File: src/rtl/time_counter.sv
// time_counter: 24-hour BCD time-of-day counter driven by a slow sec_clk.
//   clk, rst        system clock, asynchronous active-high reset
//   sec_clk         asynchronous square wave; every level change is one second
//   run             1 = time advances on ticks, 0 = time held
//   set_en          one-cycle request to load set_hours/set_mins (BCD)
//   hours_bcd/mins_bcd/secs_bcd  current time, BCD
//   tick            one-cycle pulse per detected sec_clk transition
//   day_tick        one-cycle pulse on 23:59:59 -> 00:00:00
//   set_ack/set_err one-cycle pulse: set accepted / rejected
module time_counter #(
  parameter int unsigned SYNC_STAGES = 2
) (
  input  logic       clk,
  input  logic       rst,
  input  logic       sec_clk,
  input  logic       run,
  input  logic       set_en,
  input  logic [7:0] set_hours,
  input  logic [7:0] set_mins,
  output logic [7:0] hours_bcd,
  output logic [7:0] mins_bcd,
  output logic [7:0] secs_bcd,
  output logic       tick,
  output logic       day_tick,
  output logic       set_ack,
  output logic       set_err
);

  localparam int unsigned GUARD_MAX = SYNC_STAGES + 1;
  localparam int unsigned GW        = $clog2(GUARD_MAX + 1);
  localparam logic [GW-1:0] GUARD_LAST = GW'(GUARD_MAX);

  logic [SYNC_STAGES-1:0] sync_q, sync_d;
  logic                   hist_q, hist_d;
  logic [GW-1:0]          guard_q, guard_d;
  logic                   edge_q, edge_d;
  logic                   tick_q, tick_d;
  logic                   day_tick_q, day_tick_d;
  logic                   set_ack_q, set_ack_d;
  logic                   set_err_q, set_err_d;
  logic [7:0]             hours_q, hours_d;
  logic [7:0]             mins_q, mins_d;
  logic [7:0]             secs_q, secs_d;

  logic       guard_done;
  logic       set_ok;
  logic       advance;
  logic [8:0] secs_inc;
  logic [8:0] mins_inc;
  logic [8:0] hours_inc;

  // Returns {carry, next} for a BCD 00-59 field.
  function automatic logic [8:0] inc60(input logic [7:0] v);
    logic [8:0] r;
    if (v[3:0] != 4'd9)      r = {1'b0, v[7:4], v[3:0] + 4'd1};
    else if (v[7:4] != 4'd5) r = {1'b0, v[7:4] + 4'd1, 4'd0};
    else                     r = {1'b1, 8'h00};
    return r;
  endfunction

  // Returns {carry, next} for a BCD 00-23 field.
  function automatic logic [8:0] inc24(input logic [7:0] v);
    logic [8:0] r;
    if (v == 8'h23)          r = {1'b1, 8'h00};
    else if (v[3:0] != 4'd9) r = {1'b0, v[7:4], v[3:0] + 4'd1};
    else                     r = {1'b0, v[7:4] + 4'd1, 4'd0};
    return r;
  endfunction

  always_comb begin
    sync_d     = {sync_q[SYNC_STAGES-2:0], sec_clk};
    hist_d     = sync_q[SYNC_STAGES-1];
    guard_done = (guard_q == GUARD_LAST);
    guard_d    = guard_done ? guard_q : guard_q + 1'b1;

    // The guard hides the synchroniser filling up with a level that was
    // already present during reset; the extra edge register gives the
    // SYNC_STAGES+1 edge latency from first sample to tick.
    edge_d = guard_done & (sync_q[SYNC_STAGES-1] ^ hist_q);
    tick_d = edge_q;

    set_ok = (set_hours[7:4] <= 4'd9) && (set_hours[3:0] <= 4'd9) &&
             (set_hours <= 8'h23) &&
             (set_mins[7:4] <= 4'd9) && (set_mins[3:0] <= 4'd9) &&
             (set_mins <= 8'h59);
    set_ack_d = set_en & set_ok;
    set_err_d = set_en & ~set_ok;

    // An accepted set wins over a coinciding tick.
    advance = edge_q & run & ~set_ack_d;

    secs_inc  = inc60(secs_q);
    mins_inc  = inc60(mins_q);
    hours_inc = inc24(hours_q);

    hours_d    = hours_q;
    mins_d     = mins_q;
    secs_d     = secs_q;
    day_tick_d = 1'b0;

    if (set_ack_d) begin
      hours_d = set_hours;
      mins_d  = set_mins;
      secs_d  = 8'h00;
    end else if (advance) begin
      secs_d = secs_inc[7:0];
      if (secs_inc[8]) begin
        mins_d = mins_inc[7:0];
        if (mins_inc[8]) begin
          hours_d    = hours_inc[7:0];
          day_tick_d = hours_inc[8];
        end
      end
    end
  end

  always_ff @(posedge clk or posedge rst) begin
    if (rst) begin
      sync_q     <= '0;
      hist_q     <= 1'b0;
      guard_q    <= '0;
      edge_q     <= 1'b0;
      tick_q     <= 1'b0;
      day_tick_q <= 1'b0;
      set_ack_q  <= 1'b0;
      set_err_q  <= 1'b0;
      hours_q    <= '0;
      mins_q     <= '0;
      secs_q     <= '0;
    end else begin
      sync_q     <= sync_d;
      hist_q     <= hist_d;
      guard_q    <= guard_d;
      edge_q     <= edge_d;
      tick_q     <= tick_d;
      day_tick_q <= day_tick_d;
      set_ack_q  <= set_ack_d;
      set_err_q  <= set_err_d;
      hours_q    <= hours_d;
      mins_q     <= mins_d;
      secs_q     <= secs_d;
    end
  end

  assign hours_bcd = hours_q;
  assign mins_bcd  = mins_q;
  assign secs_bcd  = secs_q;
  assign tick      = tick_q;
  assign day_tick  = day_tick_q;
  assign set_ack   = set_ack_q;
  assign set_err   = set_err_q;

endmodule

File: config.mk
export PLATFORM = sky130hd
export DESIGN_NAME = time_counter
export DESIGN_NICKNAME = d
export VERILOG_FILES = /design/src/rtl/time_counter.sv
export SDC_FILE = /design/constraint.sdc
export NUM_CORES = 1
export LEC_CHECK = 0
export BUFFER_PORTS_ARGS = -buffer_cell sky130_fd_sc_hd__buf_2
export CORE_ASPECT_RATIO = 0.8
export CORE_MARGIN = 5
export CORE_UTILIZATION = 39
export DETAILED_ROUTE_END_ITERATION = 7
export PLACE_DENSITY = 0.63
export SLEW_MARGIN = 20
export SYNTH_ARGS = -nofsm -noshare
export SYNTH_HDL_FRONTEND = slang
export SYNTH_SLANG_ARGS = --single-unit
export TNS_END_PERCENT = 1
File: constraint.sdc
create_clock -name clk -period 6.15 [get_ports clk]
set_input_delay 1.23 -clock clk [delete_from_list [all_inputs] [get_ports clk]]
set_output_delay 1.23 -clock clk [all_outputs]
set_load 0.02 [all_outputs]
# Yosys cells after proc, flatten, opt, wreduce, memory -nomap -nowiden
# Index checks and enable logic that the tools add are counted.
# W data, S select, Z words.
# word_totals
in_bits,21
wordCells,77
ff_bits,34
out_inout_bits,28
# op_classes
n_addsub,7
bitwise_logic,8
magnitude_cmp,6
eq_ne,10
muxes,19
n_reduce_logical,13
# ops
operator,n
$mux W8,10
$mux W9,5
$add A4 B1 Y4 const B,6
$le A4 B4 Y1 const B,4
$ne A4 B4 Y1 const B,3
$eq A8 B6 Y1 const B,1
$le A8 B6 Y1 const B,1
$le A8 B7 Y1 const B,1
$ne A4 B3 Y1 const B,2
$reduce_and A3 Y1,2
$reduce_bool A2 Y1,3
$and A1 B1 Y1,5
$logic_and A1 B1 Y1,5
$mux W1,4
$ne A2 B2 Y1 const B,2
$reduce_and A2 Y1,2
$reduce_and A4 Y1,1
$ne A3 B3 Y1 const B,1
$add A2 B1 Y2 const B,1
$eq A2 B2 Y1 const B,1
$not A1 Y1,2
$xor A1 B1 Y1,1

# Logic depth before layout (Yosys ltp)
# Gate-level depths: netlist of run 1.
# depth
depth_word,11
mapped_depth,7
depth_no_buf,6

# Worst setup path before layout of run 1
# Ideal clock, no wire load.
# synth_timing
path_kind,input -> register
from,input port set_mins[6]
to,"register day_tick_q, in the netlist day_tick"
t_required_ns,6.029
stages,7
setup_time_ns,0.121
path_buffers,2
arrival_ns,2.602
slack_ns,3.426
path_cell_list,a2111oi_0 -> nand3_1 -> or2_1 -> buf_2 -> inv_1 -> buf_2 -> nor2_1
# synth_via
elab_chain_len,9
word_cells_on_any_way,10
cone_classes,order compare (2); mux (2); bitwise (3); reduce/logical (3)
# synth_rtl
item,line,source
from (decl),19,"input logic [7:0] set_mins,"
$le A4 B4 Y1,84,(set_mins[7:4] <= 4'd9) && (set_mins[3:0] <= 4'd9) &&
$logic_and A1 B1 Y1,83,(set_hours <= 8'h23) &&
$logic_and A1 B1 Y1,84,
$logic_and A1 B1 Y1 (*),84,
$and A1 B1 Y1 (*),86,set_ack_d = set_en & set_ok;
net set_ack_d,39,"logic set_ack_q, set_ack_d;"
$not A1 Y1,90,advance = edge_q & run & ~set_ack_d;
$and A1 B1 Y1,90,
$mux W1,105,end else if (advance) begin
$mux W1 (*),101,if (set_ack_d) begin
net day_tick_d,38,"logic day_tick_q, day_tick_d;"
to (signal assigned),136,day_tick_q <= day_tick_d;
to (decl),38,
# The timed path passes the listed nets; every way through them passes the cells marked *.
# A chain may end at the register's enable or synchronous reset.

# Worst setup path after layout of run 1
# layout_timing
from,input port set_mins[6]
to,"register secs_q[4], in the netlist secs_bcd[4]"
# layout_via
elab_chain_len,9
word_cells_on_any_way,12
cone_classes,order compare (2); eq/ne (1); mux (1); bitwise (3); reduce/logical (5)
# layout_rtl
item,line,source
$le A4 B4 Y1,84,
$logic_and A1 B1 Y1,83,
$logic_and A1 B1 Y1,84,
$logic_and A1 B1 Y1 (*),84,
$and A1 B1 Y1 (*),86,
$not A1 Y1,90,
$and A1 B1 Y1,90,
$reduce_bool A2 Y1 (no source line),--,
$reduce_and A2 Y1 (no source line),--,
to (signal assigned),141,secs_q <= secs_d;
to (decl),43,"logic [7:0] secs_q, secs_d;"
# Mark *: on every way between the ends. The rest lies on a longest branch, timed or not.

==> impl_results.md, run 1 <==
* GRT Total Usage at 15.3%
* Async SR Flop Fraction at 100%
* Yosys warnings at 0
* Slew @ Worst Pin at 947 ps
* Final hold violation count at 0
* Die area at 6410 um^2
* Area growth syn-to-layout at 22.1%
* Largest family of logic cells by synthesized area: simple AND/OR/NAND/NOR gates
* Synth Area in Adders at 7.19%
* Critical path type: input port to flip-flop
* TritonCTS clock tree: yes
* # IOs at 49
* Post-synthesis compound-gate area fraction at 13.4%
* Vias per inst at 5.43
* Most used DFF post-synth: dfrtp_1
* H-Tree Depth at 2
* Number of enable flip-flop cells after synthesis at 0
* Sequential element share of the synthesized area at 44.5%
* Mux contribution to synthesized area at 2.75%
* Max Root-Sink Buffers at 2
* Power per cell area at 340 nW/um^2
* Routed vias at 1,646
* CTS Buf Count at 5
* Input/output buffers at 48
* WP buf/inv at 2
* CTS sink count at 34
* Root Buffer Master: clkbuf_8
* Startpoint class of the critical path: input port
* WP data arrival at 3420 ps
* Avg Inst Size Synth at 9.91 um^2
* Ratio of cells with drive above 1 in the final layout at 27.2%
* Final Routed Wirelength at 4580 um
* Mapped cell area at 1910 um^2
* Post-place setup slack at 2630 ps
* Final period util at 53.2%
* CP peak stage delay at 550 ps
* Max Cap Viol at 0
* Seq cells post-synth at 34
* Max rail drop VDD at 160 uV
* Detailed Place HPWL at 3360 um
* Row cnt at 22
* Normalized max-slew margin at 36.3%
* # hold bufs at CTS at 0
* Leak at 1.10 nW
* Final min period at 3270 ps
* Synth Area in XOR/XNOR at 2.29%
* Diode count at 0
* Most frequent cells in the layout: 48 x buf_2, 34 x dfrtp_1, 17 x a21oi_1
* Most common cell after layout, fill and taps aside: buf_2
* Status: completed
* Cts repair resizes at 0
* Filler instances at 464
* Placer congestion estimate at 0.798
* Initial DRT Pass Iterations at 4
* Core area at 4680 um^2
* Max Slew Vio Count at 0
* Worst hold slack at 354 ps
* CP max stage cell: or2_1
* Setup crit end kind: flip-flop
* Hold crit path type: flip-flop to flip-flop
* Final setup margin at 2880 ps
* Wire per inst at 15.1 um
* Clk pin slew, worst setup/hold paths at 80 ps
* Critical-path maximum fanout at 14
* Final setup vio count at 0
* Post-route ant nets at 0
* Synth Area in Simple Gates at 26.0%
* Vias in the first global route at 1,587
* Post-route core utilization at 49.9%
* Global-route wire length before repair at 7630 um
* CP Cell Sequence: buf_2 -> a2111oi_0 -> nand3_1 -> or2_1 -> inv_1 -> nor2_1
* FMAX at 306 MHz
* Setup Skew at 7.58 ps
* Unique cell type count in the Yosys netlist at 43
* Nets at 274
* Worst-skew pair later-pin latency at 290 ps
* Largest net degree at the start of global routing at 35
* RSZ-0062 raised after global routing: false
* Initial Utilization at 40.9%
* Syn_nets at 225
* Initial antenna violation count at 0
* Remaining DRCs at 0
* Die height at 72.6 um
* GRT overflow at 0
* Post-route setup TNS at 0 ps
* WP data required at 6300 ps
* Gate count after technology mapping at 193
* DR iter-0 viols at 88
* Setup bufs post-CTS at 0
* Chip width at 88.3 um
* CP top delay family: simple AND/OR/NAND/NOR gates
sequential cells by signal (all words and copies together), names as in the netlist:
name / cells
hours_bcd: 8
mins_bcd: 8
secs_bcd: 8
guard_q: 2
sync_q: 2
day_tick: 1
edge_q: 1
hist_q: 1
set_ack: 1
set_err: 1
tick: 1
power breakdown:
group | switching (mW) | internal [mW]
registers | 0.0594 | 0.262
clock network | 0.0889 | 0.162
logic | 0.131 | 0.0894
total | 0.280 | 0.514
through the flow:
stage	std cells	power (mW)	area (um^2)
after floorplan	193	0.468	1910
after global placement	295	0.545	2200
after detailed placement	295	0.547	2200
after CTS	303	0.803	2340
after global routing	303	0.844	2340
final	303	0.794	2340
cell type report:
| class | instances | area [um^2] | area share [%] |
|---|---|---|---|
| multi-input cells | 142 | 987 | 42.3 |
| inverters | 10 | 37.5 | 1.61 |
| repair buffers | 49 | 248 | 10.6 |
| clock inverters | 3 | 68.8 | 2.95 |
| flip-flops and latches | 34 | 851 | 36.4 |
| well taps | 60 | 75.1 | 3.21 |
| clock buffers | 5 | 68.8 | 2.95 |
final timing paths:
path | slack, ps | to | depth (start not counted) | from
max in group asynchronous | 4810 | secs_bcd[7] | 3 | rst
min in group asynchronous | 1020 | hours_bcd[1] | 3 | rst
max reg2reg | 3870 | hours_bcd[7] | 6 | secs_bcd[5]
min reg2reg | 350 | sync_q[1] | 0 | sync_q[0]
min | 350 | sync_q[1] | 0 | sync_q[0]
max | 2880 | secs_bcd[4] | 6 | set_mins[6]
Yosys cell counts (all sizes together), types with 3 or more instances:
cell type  count  area, um^2
a21oi         17        85.1
a31oi          7        43.8
and3b          4        36.3
buf            4        26.3
clkbuf         3        11.3
dfrtp         34         851
ha            11         138
inv           10        37.5
mux2i          3        30.0
nand2         10        40.0
nand3          8        40.0
nand3b         7        52.6
nand4b         4        65.1
nor2           9        33.8
nor3          16        80.1
nor4           4        25.0
o21ai          9        45.0
or4            5        41.3
xor2           3        26.3
cells by family (layout without fill, tap and decap cells):
kind of cell               Yosys count  count (layout)
AOI/OAI and AO/OA                   43              43
and+or+nand+nor                     78              78
muxes                                5               5
DFF                                 34              34
buffers and inverters               17              67
adders and majority gates           11              11
xor gates and xnor gates             5               5
per-layer routing:
layer	up-vias	global-route usage (%)	wire length, um
li1	820	-	-
met1	789	21.2	2260
met2	33	22.9	2080
met3	4	4.18	210
met4	0	5.20	36
met5	-	0	0
Power figures use the tool's default switching activity.
==> inputs of run 2 (changes only) <==
==> constraint.sdc (replaced) <==
create_clock -name clk -period 3.3 [get_ports clk]
set_input_delay 0.66 -clock clk [delete_from_list [all_inputs] [get_ports clk]]
set_output_delay 0.66 -clock clk [all_outputs]
set_load 0.02 [all_outputs]
==> run 2 against run 1 <==
Die area unchanged; global-route usage up 0.41 points; clock power up 88%; register-to-register slack worse by 2900 ps; sequential power up 87%; clock-buffer cell count unchanged; cell count up 0.66%; final area up 0.64%; utilization up 0.32 points.
==> impl_results.md, run 2 (synthesized netlist as in run 1, its figures left out) <==
* TritonCTS clock tree: yes
* Die height at 72.6 um (unchanged)
* Root Buffer Master: clkbuf_8
* Initial Utilization at 40.9% (unchanged)
* Max Slew Vio Count at 0 (unchanged)
* CTS sink count at 34 (unchanged)
* Final setup margin at 1010 ps (-1870 ps)
* Max Root-Sink Buffers at 2 (unchanged)
* Filler instances at 473 (+1.9%)
* Setup Skew at 6.45 ps (-1.13 ps)
* H-Tree Depth at 2 (unchanged)
* Seq pwr share at 40.3% (-0.2 points)
* Area growth syn-to-layout at 22.9%
* CTS Buf Count at 5 (unchanged)
* Remaining DRCs at 0 (unchanged)
* Setup crit end kind: flip-flop
* Critical-path maximum fanout at 7 (-7)
* Clock Power Share at 31.7% (about the same)
* Register Area at 851 um^2 (unchanged)
* Worst-skew pair later-pin latency at 300 ps (about the same)
* Chip width at 88.3 um (unchanged)
* Initial DRT Pass Iterations at 4 (unchanged)
* Hold crit path type: flip-flop to flip-flop
* Most frequent cells in the layout: 48 x buf_2, 34 x dfrtp_1, 17 x a21oi_1
* Met1 WL at 2250 um (-0.35%)
* CP max stage cell: or4_1
* Nets at 276 (+0.73%)
* Placer congestion estimate at 0.848 (+6.2%)
* Final Non-Filler Cells at 305 (+0.66%)
* Crit path top cell by count: or4_1
* Ratio of cells with drive above 1 in the final layout at 27.8% (+0.59 points)
* Post-route setup TNS at 0 ps (unchanged)
* Tot Pwr at 1.49 mW (+88%)
* Post-route core utilization at 50.2% (+0.32 points)
* Final setup vio count at 0 (unchanged)
* # hold bufs at CTS at 0 (unchanged)
* Normalized max-slew margin at 65.5% (+29 points)
* Final hold violation count at 0 (unchanged)
* Setup bufs post-CTS at 0 (unchanged)
* Post-route ant nets at 0 (unchanged)
* Placed inst area at 2210 um^2 (+0.68%)
* WP data required at 3520 ps (-2780 ps)
* Max rail drop VDD at 380 uV (+140%)
* Initial antenna violation count at 0 (unchanged)
* CP Cell Sequence: ha_1 -> nand3b_1 -> or4_1 -> or4_1 -> a21oi_1
* Core area at 4680 um^2 (unchanged)
* Final min period at 2290 ps
* Internal at 0.959 mW (+87%)
* Top layer in use: met4
* Switching power at 0.531 mW (+90%)
* Startpoint class of the critical path: flip-flop
* Vias in the first global route at 1,660 (+4.6%)
* Largest net degree at the start of global routing at 35 (unchanged)
* Input/output buffers at 48 (unchanged)
* Wire per inst at 15.4 um (+1.6%)
* Worst hold slack at 351 ps (-2.63 ps)
* Die area at 6410 um^2 (unchanged)
* # IOs at 49 (unchanged)
* Final Routed Wirelength at 4690 um (+2.3%)
* WP data arrival at 2510 ps (-910 ps)
* Cts repair resizes at 0 (unchanged)
* Detailed Place HPWL at 3410 um (+1.6%)
* Routed vias at 1,684 (+2.3%)
* Clk pin slew, worst setup/hold paths at 80 ps (about the same)
* CP top delay family: simple AND/OR/NAND/NOR gates
* Critical path type: flip-flop to flip-flop
* Diode count at 0 (unchanged)
* CP peak stage delay at 630 ps (+80 ps)
* Power per cell area at 634 nW/um^2 (+87%)
* Placed instance count at 297 (+0.68%)
* Switching share of power at 35.6% (+0.38 points)
* Design area at 2350 um^2 (+0.64%)
* GRT overflow at 0 (unchanged)
* Slew @ Worst Pin at 505 ps (-443 ps)
* Met2 wire len at 2070 um (-0.67%)
* DR iter-0 viols at 58 (-34%)
* Post-place setup slack at 794 ps (-1840 ps)
* Status: completed
* Area of the multi-input gates at 987 um^2 (unchanged)
* Global-route wire length before repair at 7820 um (+2.5%)
* DR WL met3 at 268 um (+28%)
* RSZ-0062 raised after global routing: false
* FMAX at 437 MHz
* Leak at 1.11 nW (+0.88%)
* Vias per inst at 5.52 (+1.6%)
* Row cnt at 22 (unchanged)
* WP buf/inv at 0 (-2)
* Final period util at 69.4%
* Max Cap Viol at 0 (unchanged)
* Most common cell after layout, fill and taps aside: buf_2
* GRT Total Usage at 15.7% (+0.41 points)
* Logic pwr share at 27.9% (about the same)
run 2: metal layers:
| metal | up-vias | global-route usage, % |
|---|---|---|
| met5 | - | 0 |
| li1 | 816 | - |
| met3 | 10 | 3.72 |
| met2 | 57 | 23.3 |
| met4 | 0 | 6.71 |
| met1 | 801 | 21.7 |
run 2: layout make-up:
type | instances | share of cell area (%)
Clock inverter | 3 | 2.93
Multi-Input combinational cell | 142 | 42.0
Clock buffer | 5 | 2.93
Tap cell | 60 | 3.19
Sequential cell | 34 | 36.2
Inverter | 10 | 1.60
Timing Repair Buffer | 51 | 11.2
run 2: path summary, 6_finish.rpt:
check,startpoint,to,slack [ps],cells after the start
worst min register to register,sync_q[0],sync_q[1],350,0
worst max register to register,secs_bcd[0],mins_bcd[7],1010,5
max in group asynchronous,rst,secs_bcd[4],2550,3
worst max-delay path,secs_bcd[0],mins_bcd[7],1010,5
min in group asynchronous,rst,guard_q[0],440,3
worst min-delay path,sync_q[0],sync_q[1],350,0
run 2: power groups by stage:
stage	registers (mW)	clock network (mW)	logic [mW]
floorplan	0.670	0	0.202
global placement	0.605	0	0.411
detailed placement	0.606	0	0.418
CTS	0.599	0.480	0.420
global route	0.617	0.497	0.466
finish	0.601	0.473	0.416
